`src/rtl/seven_seg_pkg.sv`:
```
// Shared constants for the MM:SS seven-segment scanner: segment codes,
// digit-slot indices and vector widths.
package seven_seg_pkg;

  localparam int unsigned SEG_W = 7;
  localparam int unsigned DIG_N = 4;

  // Segment codes, gfedcba, active-high
  localparam logic [SEG_W-1:0] SEG_0    = 7'h3F;
  localparam logic [SEG_W-1:0] SEG_1    = 7'h06;
  localparam logic [SEG_W-1:0] SEG_2    = 7'h5B;
  localparam logic [SEG_W-1:0] SEG_3    = 7'h4F;
  localparam logic [SEG_W-1:0] SEG_4    = 7'h66;
  localparam logic [SEG_W-1:0] SEG_5    = 7'h6D;
  localparam logic [SEG_W-1:0] SEG_6    = 7'h7D;
  localparam logic [SEG_W-1:0] SEG_7    = 7'h07;
  localparam logic [SEG_W-1:0] SEG_8    = 7'h7F;
  localparam logic [SEG_W-1:0] SEG_9    = 7'h6F;
  localparam logic [SEG_W-1:0] SEG_DASH = 7'h40;

  typedef enum logic [1:0] {
    DIG_SEC_ONES = 2'd0,
    DIG_SEC_TENS = 2'd1,
    DIG_MIN_ONES = 2'd2,
    DIG_MIN_TENS = 2'd3
  } dig_idx_e;

endpackage

```
`src/rtl/bcd_to_seven_seg.sv`:
```
// Combinational BCD nibble to active-high segment decoder; non-BCD nibbles
// decode to a dash.
module bcd_to_seven_seg
  import seven_seg_pkg::*;
(
  input  logic [3:0]       i_nibble,
  output logic [SEG_W-1:0] o_seg_c
);

  always_comb begin
    o_seg_c = SEG_DASH;
    case (i_nibble)
      4'd0:    o_seg_c = SEG_0;
      4'd1:    o_seg_c = SEG_1;
      4'd2:    o_seg_c = SEG_2;
      4'd3:    o_seg_c = SEG_3;
      4'd4:    o_seg_c = SEG_4;
      4'd5:    o_seg_c = SEG_5;
      4'd6:    o_seg_c = SEG_6;
      4'd7:    o_seg_c = SEG_7;
      4'd8:    o_seg_c = SEG_8;
      4'd9:    o_seg_c = SEG_9;
      default: o_seg_c = SEG_DASH;
    endcase
  end

endmodule

```
`src/rtl/seven_seg_scan.sv`:
```
// Four-digit MM:SS multiplexed display driver with per-slot dead time and
// frame-latched BCD shadows. Optional macro: LEADING_ZERO_BLANK_EN.
module seven_seg_scan
  import seven_seg_pkg::*;
#(
  parameter int unsigned SCAN_DIV       = 12000,
  parameter int unsigned DEAD_CLKS      = 64,
  parameter bit          SEG_ACTIVE_LOW = 1'b1,
  parameter bit          DIG_ACTIVE_LOW = 1'b1
) (
  input  logic             clk,
  input  logic             rst,
  input  logic [7:0]       min_bcd_i,
  input  logic [7:0]       sec_bcd_i,
  input  logic             blank_i,
  output logic [SEG_W-1:0] seg_o,
  output logic [DIG_N-1:0] dig_o,
  output logic             colon_o,
  output logic             frame_o
);

  localparam int unsigned      DIV_W     = $clog2(SCAN_DIV);
  localparam logic [DIV_W-1:0] DIV_LAST  = DIV_W'(SCAN_DIV - 1);
  localparam logic [DIV_W-1:0] DEAD_LIM  = DIV_W'(DEAD_CLKS);
  localparam logic [SEG_W-1:0] SEG_OFF   = SEG_ACTIVE_LOW ? {SEG_W{1'b1}} : {SEG_W{1'b0}};
  localparam logic [DIG_N-1:0] DIG_OFF   = DIG_ACTIVE_LOW ? {DIG_N{1'b1}} : {DIG_N{1'b0}};
  localparam logic             COLON_ON  = !SEG_ACTIVE_LOW;
  localparam logic             COLON_OFF = SEG_ACTIVE_LOW;

  logic [DIV_W-1:0] r_div;
  dig_idx_e         r_idx;
  logic [7:0]       r_min;
  logic [7:0]       r_sec;
  logic [SEG_W-1:0] r_seg;
  logic [DIG_N-1:0] r_dig;
  logic             r_colon;
  logic             r_frame;

  logic [DIV_W-1:0] w_div_nxt;
  dig_idx_e         w_idx_nxt;
  logic [7:0]       w_min_nxt;
  logic [7:0]       w_sec_nxt;
  logic             w_frame_nxt;
  logic [3:0]       w_nibble;
  logic [SEG_W-1:0] w_seg_hi;
  logic [SEG_W-1:0] w_seg_out;
  logic [DIG_N-1:0] w_dig_on;
  logic [DIG_N-1:0] w_dig_out;
  logic             w_dead;

  bcd_to_seven_seg u_dec (
    .i_nibble (w_nibble),
    .o_seg_c  (w_seg_hi)
  );

  // Next scan position; shadows reload only on the 3->0 slot wrap
  always_comb begin
    w_div_nxt   = r_div + DIV_W'(1);
    w_idx_nxt   = r_idx;
    w_min_nxt   = r_min;
    w_sec_nxt   = r_sec;
    w_frame_nxt = 1'b0;
    if (r_div == DIV_LAST) begin
      w_div_nxt = '0;
      w_idx_nxt = dig_idx_e'(r_idx + 2'd1);
      if (r_idx == DIG_MIN_TENS) begin
        w_min_nxt   = min_bcd_i;
        w_sec_nxt   = sec_bcd_i;
        w_frame_nxt = 1'b1;
      end
    end
  end

  // Output image for the upcoming cycle, built from the next scan position
  always_comb begin
    w_nibble = w_sec_nxt[3:0];
    case (w_idx_nxt)
      DIG_SEC_ONES: w_nibble = w_sec_nxt[3:0];
      DIG_SEC_TENS: w_nibble = w_sec_nxt[7:4];
      DIG_MIN_ONES: w_nibble = w_min_nxt[3:0];
      DIG_MIN_TENS: w_nibble = w_min_nxt[7:4];
      default:      w_nibble = w_sec_nxt[3:0];
    endcase

    w_dead   = (DEAD_CLKS != 0) && (w_div_nxt < DEAD_LIM);
    w_dig_on = DIG_N'(1) << w_idx_nxt;
    if (w_dead || blank_i) begin
      w_dig_on = '0;
    end
`ifdef LEADING_ZERO_BLANK_EN
    if ((w_idx_nxt == DIG_MIN_TENS) && (w_min_nxt[7:4] == 4'h0)) begin
      w_dig_on = '0;
    end
`endif

    w_seg_out = SEG_ACTIVE_LOW ? ~w_seg_hi : w_seg_hi;
    w_dig_out = DIG_ACTIVE_LOW ? ~w_dig_on : w_dig_on;
  end

  always_ff @(posedge clk or posedge rst) begin
    if (rst) begin
      r_div   <= '0;
      r_idx   <= DIG_SEC_ONES;
      r_min   <= 8'h00;
      r_sec   <= 8'h00;
      r_seg   <= SEG_OFF;
      r_dig   <= DIG_OFF;
      r_colon <= COLON_OFF;
      r_frame <= 1'b0;
    end else begin
      r_div   <= w_div_nxt;
      r_idx   <= w_idx_nxt;
      r_min   <= w_min_nxt;
      r_sec   <= w_sec_nxt;
      r_seg   <= w_seg_out;
      r_dig   <= w_dig_out;
      r_colon <= blank_i ? COLON_OFF : COLON_ON;
      r_frame <= w_frame_nxt;
    end
  end

  assign seg_o   = r_seg;
  assign dig_o   = r_dig;
  assign colon_o = r_colon;
  assign frame_o = r_frame;

endmodule

```
`config.mk`:
```
export PLATFORM = sky130hd
export DESIGN_NAME = seven_seg_scan
export DESIGN_NICKNAME = d
export VERILOG_FILES = /design/src/rtl/seven_seg_pkg.sv /design/src/rtl/bcd_to_seven_seg.sv /design/src/rtl/seven_seg_scan.sv
export SDC_FILE = /design/constraint.sdc
export NUM_CORES = 1
export LEC_CHECK = 0
export BUFFER_PORTS_ARGS = -buffer_cell sky130_fd_sc_hd__buf_2
export CAP_MARGIN = 25
export CORE_MARGIN = 3
export CORE_UTILIZATION = 58
export DETAILED_ROUTE_END_ITERATION = 16
export HOLD_SLACK_MARGIN = 0.05
export PLACE_DENSITY = 0.8
export SLEW_MARGIN = 30
export SYNTH_ARGS = -nofsm -noshare
export SYNTH_HDL_FRONTEND = slang
export SYNTH_SLANG_ARGS = --single-unit
export TNS_END_PERCENT = 50
```
`constraint.sdc`:
```
create_clock -name clk -period 9.55 [get_ports clk]
set_clock_uncertainty 0.2 [all_clocks]
set_input_delay 0.955 -clock clk [delete_from_list [all_inputs] [get_ports clk]]
set_output_delay 0.955 -clock clk [all_outputs]
set_load 0.01 [all_outputs]
```
==> impl_metrics.tcl, run 1 <==
set metrics [dict create \
    reg2reg_slack_ns 5.93 \
    clock_sink_count 45 \
    cts_resized 0 \
    setup_tns_ns 0 \
    rsz0062_at_grt "no" \
    gr-total-overflow 0 \
    cp_max_fo 18 \
    status "finished clean" \
    routed_wl_um 4900 \
    setup_viol_count_final 0 \
    drc 0 \
    tightest_slew_ns 0.894 \
    power_density_nw_per_um2 114 \
    power_leakage_nw 1.28 \
    finalMaxSlewViolations 0 \
    arrival_ns 3.63 \
    wire_per_inst_um 14.9 \
    ys_warn_count 0 \
    drv_cap 0 \
    ys_seq_area_frac 0.452 \
    ys_ff_latch 45 \
    area_growth_pct 11.0 \
    rr_startpoint "r_idx[0]" \
    syn_avg_cell_area_um2 10.3 \
    grt_antenna_before_repair 0 \
    period_minus_slack_ns 3.62 \
    worstHoldStart "r_div[0]" \
    cp-endpoint "seg_o[4]" \
    yosysUniqueCellTypes 49 \
    ir_worst_vdd_mv 0.113 \
    vias 1879 \
    cts_tree "built" \
    hold_class "reg2reg" \
    cp.required_ns 9.55 \
    rr_worst_depth 10 \
    r2r-end "seg_o[4]" \
    drive_gt1_frac 0.259 \
    synth_ff_type "dfrtp_1" \
    die_x_um 72.0 \
    grt_first_pass_wirelength_um 8490 \
    portBuffers 31 \
    syn_area_um2 2520 \
    io_pins 32 \
    htreeDepth 2 \
    hold_viol 0 \
    crit_start "r_idx[0]" \
    drt_first_iter_violations 230 \
    die_h_um 72.0 \
    cts-root-buf "clkbuf_8" \
    async_flop_share 1.00 \
    cts_max_path_buffers 2 \
    cp-start-kind "register" \
    fin_nets 303 \
    seq_area_um2 1140 \
    clk-insertion-delay-late_ns 0.30 \
    slew-limit-headroom 0.400 \
    synth_edf_count 0 \
    via_per_inst 5.73 \
    fin_crit_sh 0.379 \
    critical_path_class "reg2reg" \
    end_kind "register" \
    ant_nets 0 \
    grtUsageTotal 0.211 \
    first_pass_iters 6 \
    grt_start_max_net_pins 46 \
    gp_congestion 0.894 \
    post_cts_buffers 0 \
    cts_made_buffers 5 \
    cts_hold_buf 0 \
    initial_core_util 0.618 \
    pre_cts_ws_ns 5.93 \
    antenna_cells 0 \
    path_clk_slew_ns 0.08 \
    row_count 23 \
    fmax_mhz 276 \
    multiInputGateArea_um2 1300 \
    worst_slack_ns 5.93 \
    grt_pass1_vias 1777 \
    syn_nets 272 \
    core_area_um2 4090 \
    dpl.hpwl_um 3470 \
    design.die.area_um2 5180 \
    nFillCells 328 \
    synthCells 246 \
]
## cell usage in the layout (no fill, tap or decap), types with 3 or more instances in the layout
| cell | count |
|---|---|
| and3_1 | 4 |
| nor2b_1 | 4 |
| nor3_1 | 7 |
| nor2_1 | 18 |
| clkbuf_8 | 5 |
| a21oi_1 | 8 |
| mux2_2 | 10 |
| inv_1 | 9 |
| dfstp_2 | 12 |
| o21ai_0 | 3 |
| nand4_1 | 4 |
| a31oi_1 | 3 |
| mux2i_1 | 12 |
| buf_2 | 31 |
| nand2b_1 | 3 |
| ha_1 | 7 |
| xor2_1 | 4 |
| xnor2_1 | 11 |
| nand3_1 | 7 |
| dfrtp_1 | 33 |
| nand2_1 | 42 |
## synthesized netlist by cell type, drive strengths merged, types with 2 or more instances
| library cell | n | area, µm² |
|---|---|---|
| a2111o | 2 | 22.5 |
| a21oi | 8 | 40.0 |
| a31oi | 3 | 18.8 |
| and3 | 4 | 25.0 |
| and4 | 2 | 17.5 |
| buf | 2 | 15.0 |
| clkbuf | 7 | 26.3 |
| dfrtp | 33 | 826 |
| dfstp | 12 | 315 |
| ha | 7 | 87.6 |
| inv | 10 | 37.5 |
| mux2 | 11 | 128 |
| mux2i | 12 | 120 |
| mux4 | 2 | 45.0 |
| nand2 | 42 | 158 |
| nand2b | 3 | 18.8 |
| nand3 | 7 | 35.0 |
| nand4 | 5 | 37.5 |
| nor2 | 18 | 67.6 |
| nor2b | 4 | 25.0 |
| nor3 | 7 | 35.0 |
| nor3b | 2 | 20.0 |
| nor4 | 4 | 55.1 |
| o21a | 2 | 15.0 |
| o21ai | 3 | 15.0 |
| o22ai | 2 | 12.5 |
| o31ai | 2 | 15.0 |
| xnor2 | 11 | 96.3 |
| xor2 | 4 | 35.0 |
## cell type report
type                       instances  share of cell area
clock buffer                       5              0.0246
tap                               50              0.0223
timing repair buffer              33              0.0607
clock inverter                     3             0.00625
multi-input combinational        182               0.465
sequential                        45               0.407
inverter                          10              0.0134
## power by group
group	internal (mW)	switching [mW]	total [mW]
logic	0.00372	0.00612	0.00984
registers	0.191	0.0000471	0.191
clock network	0.0506	0.0666	0.117
total	0.245	0.0728	0.318
## cells by family after synthesis
| family | count (synthesis) | share of synthesized area |
|---|---|---|
| compound gates | 34 | 0.101 |
| xor+xnor | 15 | 0.0521 |
| fa+ha+maj | 7 | 0.0347 |
| buf+inv | 19 | 0.0312 |
| flops | 45 | 0.452 |
| mux | 25 | 0.116 |
| simple gates | 101 | 0.213 |
## state kept, by name (all words and copies together), names as in the netlist
signal	flops
r_div	14
r_min	8
r_sec	8
seg_o	7
dig_o	4
r_idx	2
colon_o	1
frame_o	1
## worst min path at each step
stage          cells past startpoint  slack, ns       end
2_1_floorplan                      1       0.25  r_div[0]
3_3_place_gp                       1       0.27  r_div[0]
3_5_place_dp                       2       0.28  r_min[3]
4_1_cts                            1       0.29  r_div[0]
5_1_grt                            1       0.31  r_div[0]
6_report                           1       0.29  r_div[0]
## per-stage QoR
stage               hold WS, ns  instance area (µm²)  power [mW]  instances   util
floorplan                 0.246                 2520       0.198        246      -
global placement          0.270                 2720       0.205        320  0.664
detailed placement        0.278                 2720       0.205        320  0.664
CTS                       0.294                 2800       0.321        328  0.686
global route              0.305                 2800       0.331        328  0.686
finish                    0.293                 2800       0.318        328  0.686
## critical path, stage by stage (launching register included)
cell	delay, ns
dfrtp_1	0.57
ha_1	0.49
nand4b_1	0.21
nor4_4	0.71
mux2_2	0.31
mux2i_1	0.07
mux2_4	0.33
ha_1	0.21
inv_1	0.07
a21oi_1	0.05
a311oi_1	0.29
## layer usage
metal  track usage  up-vias  part of all wire
met5             0        -                 0
met4        0.0856        0             0.018
met3        0.0457        8             0.048
met2         0.306       56              0.45
met1         0.309      886              0.48
li1              -      929                 -
Power figures use the tool's default switching activity.
==> run 2: changes to the inputs <==
- ABC_AREA: default -> 1
- CORE_UTILIZATION: 58 -> 57
- PLACE_DENSITY: 0.8 -> 0.79
- clock period: 9.55 -> 3.4 ns (I/O delays scaled with it)
==> run 2 against run 1 <==
First-iteration DRC count fell by 37%; maximum frequency rose by 27%; worst hold slack got worse by 0.18 ns; sequential cell count did not move; sequential power rose to 2.8 times the previous value; critical path depth rose by 3; cell count rose by 26%; count of clock-buffer cells in the layout did not move; routed wire length rose by 1.1%; total power rose to 2.9 times the previous value.
==> impl_metrics.tcl, run 2 <==
set metrics [dict create \
    period_minus_slack_ns 2.86 \
    grtUsageTotal 0.213 \
    synth_top_cells_by_count "93 x nand2_1, 45 x inv_1, 41 x nand3_1" \
    synth_largest_area_cell "dfrtp_1" \
    grt_first_pass_wirelength_um 8700 \
    drt_first_iter_violations 144 \
    die_x_um 72.3 \
    p_seq_frac 0.589 \
    via_per_inst 5.04 \
    slowest_delay_ns 0.44 \
    drv_cap 0 \
    syn_area_um2 2510 \
    synth-simple-area-share 0.393 \
    status "finished clean" \
    hold_class "in2reg" \
    clock_sink_count 45 \
    cp.required_ns 3.44 \
    grt_antenna_before_repair 0 \
    setup_tns_ns 0 \
    cts_max_path_buffers 2 \
    clkPwrFrac 0.379 \
    routed_wl_um 4950 \
    htreeDepth 2 \
    seq_area_um2 1140 \
    cp_slowest_cell "dfrtp_1" \
    drc 0 \
    io_pins 32 \
    ys_warn_count 0 \
    synth.top_cells.by_area "dfrtp_1 33%, nand2_1 14%, dfstp_2 13%, nand3_1 8.2%, inv_1 6.7%" \
    antenna_cells 0 \
    ys_seq_area_frac 0.455 \
    final_cell_mix "93 x nand2_1, 45 x inv_1, 41 x nand3_1" \
    path_clk_slew_ns 0.09 \
    path_cells "ha_1, clkinv_1, nor2_4, nand2_1, o21ai_1, nor2_1, nor2_2, inv_1, ha_1, inv_1, nand3_1, nand3_1, nand2_1" \
    nFillCells 341 \
    die_h_um 72.3 \
    reg_top3 "r_div: 14 flops, r_min: 8 flops, r_sec: 8 flops" \
    arrival_ns 2.91 \
    comb_power_share 0.032 \
    synth_fa_ha_area_frac 0.0349 \
    reg2reg_slack_ns 0.54 \
    row_count 23 \
    yosysMostFrequentCell "nand2_1" \
    gp_congestion 0.876 \
    synthCells 322 \
    design.die.area_um2 5230 \
    synth.mux.area_fraction 0 \
    wire_per_inst_um 12.0 \
    grt_pass1_vias 1920 \
    syn_nets 348 \
    synth_compound_area_frac 0.0269 \
    mostFrequentLayoutCell "nand2_1" \
    switching_share 0.238 \
    post_cts_buffers 0 \
    pre_cts_ws_ns 0.590 \
    synth_ff_type "dfrtp_1" \
    fin_nets 387 \
    yosysUniqueCellTypes 30 \
    power_mw 0.918 \
    async_flop_share 1.00 \
    gr-total-overflow 0 \
    ys_ff_latch 45 \
    power_leakage_nw 1.63 \
    multiInputGateArea_um2 1170 \
    drive_gt1_frac 0.243 \
    portBuffers 31 \
    fin_crit_sh 0.842 \
    fmax_mhz 349 \
    slew-limit-headroom 0.515 \
    area_growth_pct 12.9 \
    grt_start_max_net_pins 27 \
    core_area_um2 4120 \
    cts-root-buf "clkbuf_8" \
    ant_nets 0 \
    power_density_nw_per_um2 324 \
    cp_max_fo 11 \
    first_pass_iters 4 \
    cts_made_buffers 5 \
    hold_viol 0 \
    max_flop_register "r_div" \
    dpl.hpwl_um 3780 \
    rsz0062_at_grt "no" \
    syn_avg_cell_area_um2 7.79 \
    finalMaxSlewViolations 0 \
    critical_path_class "reg2reg" \
    power.internal_mw 0.700 \
    end_kind "register" \
    synth_edf_count 0 \
    worst_slack_ns 0.536 \
    synth_top_area_share 0.329 \
    tightest_slew_ns 0.727 \
    vias 2078 \
    cts_tree "built" \
    largest_reg_flops 14 \
    cp-start-kind "register" \
    setup_viol_count_final 0 \
    clk-insertion-delay-late_ns 0.30 \
    synth_top_family_by_area "simple AND/OR/NAND/NOR gates" \
    synth_xor_area_frac 0.0105 \
    ir_worst_vdd_mv 0.277 \
    cts_hold_buf 2 \
    initial_core_util 0.609 \
    p_switching_mw 0.219 \
    cts_resized 0 \
]
[run 2: cell count changes after synthesis, moves of 10 or more]
cell	previous run	this run
xnor2_1	11	0
nor2_1	18	34
nand2_1	42	93
nor2_2	0	11
inv_1	10	45
mux2i_1	12	0
nand3_1	7	41
mux2_2	10	0
[run 2: worst paths after layout]
path / endpoint / cells past startpoint / from
min: r_min[5] / 3 / min_bcd_i[5]
min reg2reg: r_sec[0] / 2 / r_sec[0]
min in group asynchronous: r_min[5] / 3 / rst
max reg2reg: seg_o[5] / 13 / r_idx[0]
max: seg_o[5] / 13 / r_idx[0]
max in group asynchronous: dig_o[3] / 4 / rst
[run 2: stage by stage]
step	hold slack, ns	util	cells	area, µm²
final	0.109	0.688	412	2830
after CTS	0.106	0.688	412	2830
after global placement	0.263	0.660	402	2720
after detailed placement	0.265	0.660	402	2720
after global routing	0.118	0.688	412	2830
after floorplan	0.144	-	322	2510
[run 2: per-layer routing]
| layer | up-vias | share of wire | global-route usage |
|---|---|---|---|
| met5 | - | 0 | 0 |
| met4 | 0 | 0.016 | 0.0919 |
| met3 | 7 | 0.043 | 0.0374 |
| met2 | 44 | 0.45 | 0.313 |
| met1 | 958 | 0.50 | 0.309 |
| li1 | 1069 | - | - |
[run 2: power by group through the flow]
stage | Sequential, mW | Clock (mW) | Combinational (mW)
after global routing | 0.541 | 0.377 | 0.0342
after floorplan | 0.551 | 0 | 0.0125
final | 0.541 | 0.348 | 0.0297
after CTS | 0.541 | 0.357 | 0.0307
after global placement | 0.550 | 0 | 0.0283
after detailed placement | 0.551 | 0 | 0.0289
[run 2: worst max-delay path: cells and delay by family (launching register included)]
family / cells / cell delay [ns]
AND/OR/NAND/NOR: 7 / 0.93
AO/OA/AOI/OAI: 1 / 0.11
adder cells (fa/ha/maj): 2 / 0.59
flip-flops: 1 / 0.44
buffers and inverters: 3 / 0.52
[run 2: final cells by class]
cell class              instances  share of cell area
multi-input cells             226               0.412
flip-flops and latches         45               0.403
inverters                      49              0.0650
repair buffers                 34              0.0645
clock buffers                   5              0.0243
well taps                      50              0.0221
clock inverters                 3             0.00884
[run 2: cell families (layout without fill, tap and decap cells)]
logic type	after synthesis	in the layout
xor+xnor	3	3
buf+inv	51	91
compound gates	11	11
flops	45	45
simple gates	205	205
fa+ha+maj	7	7
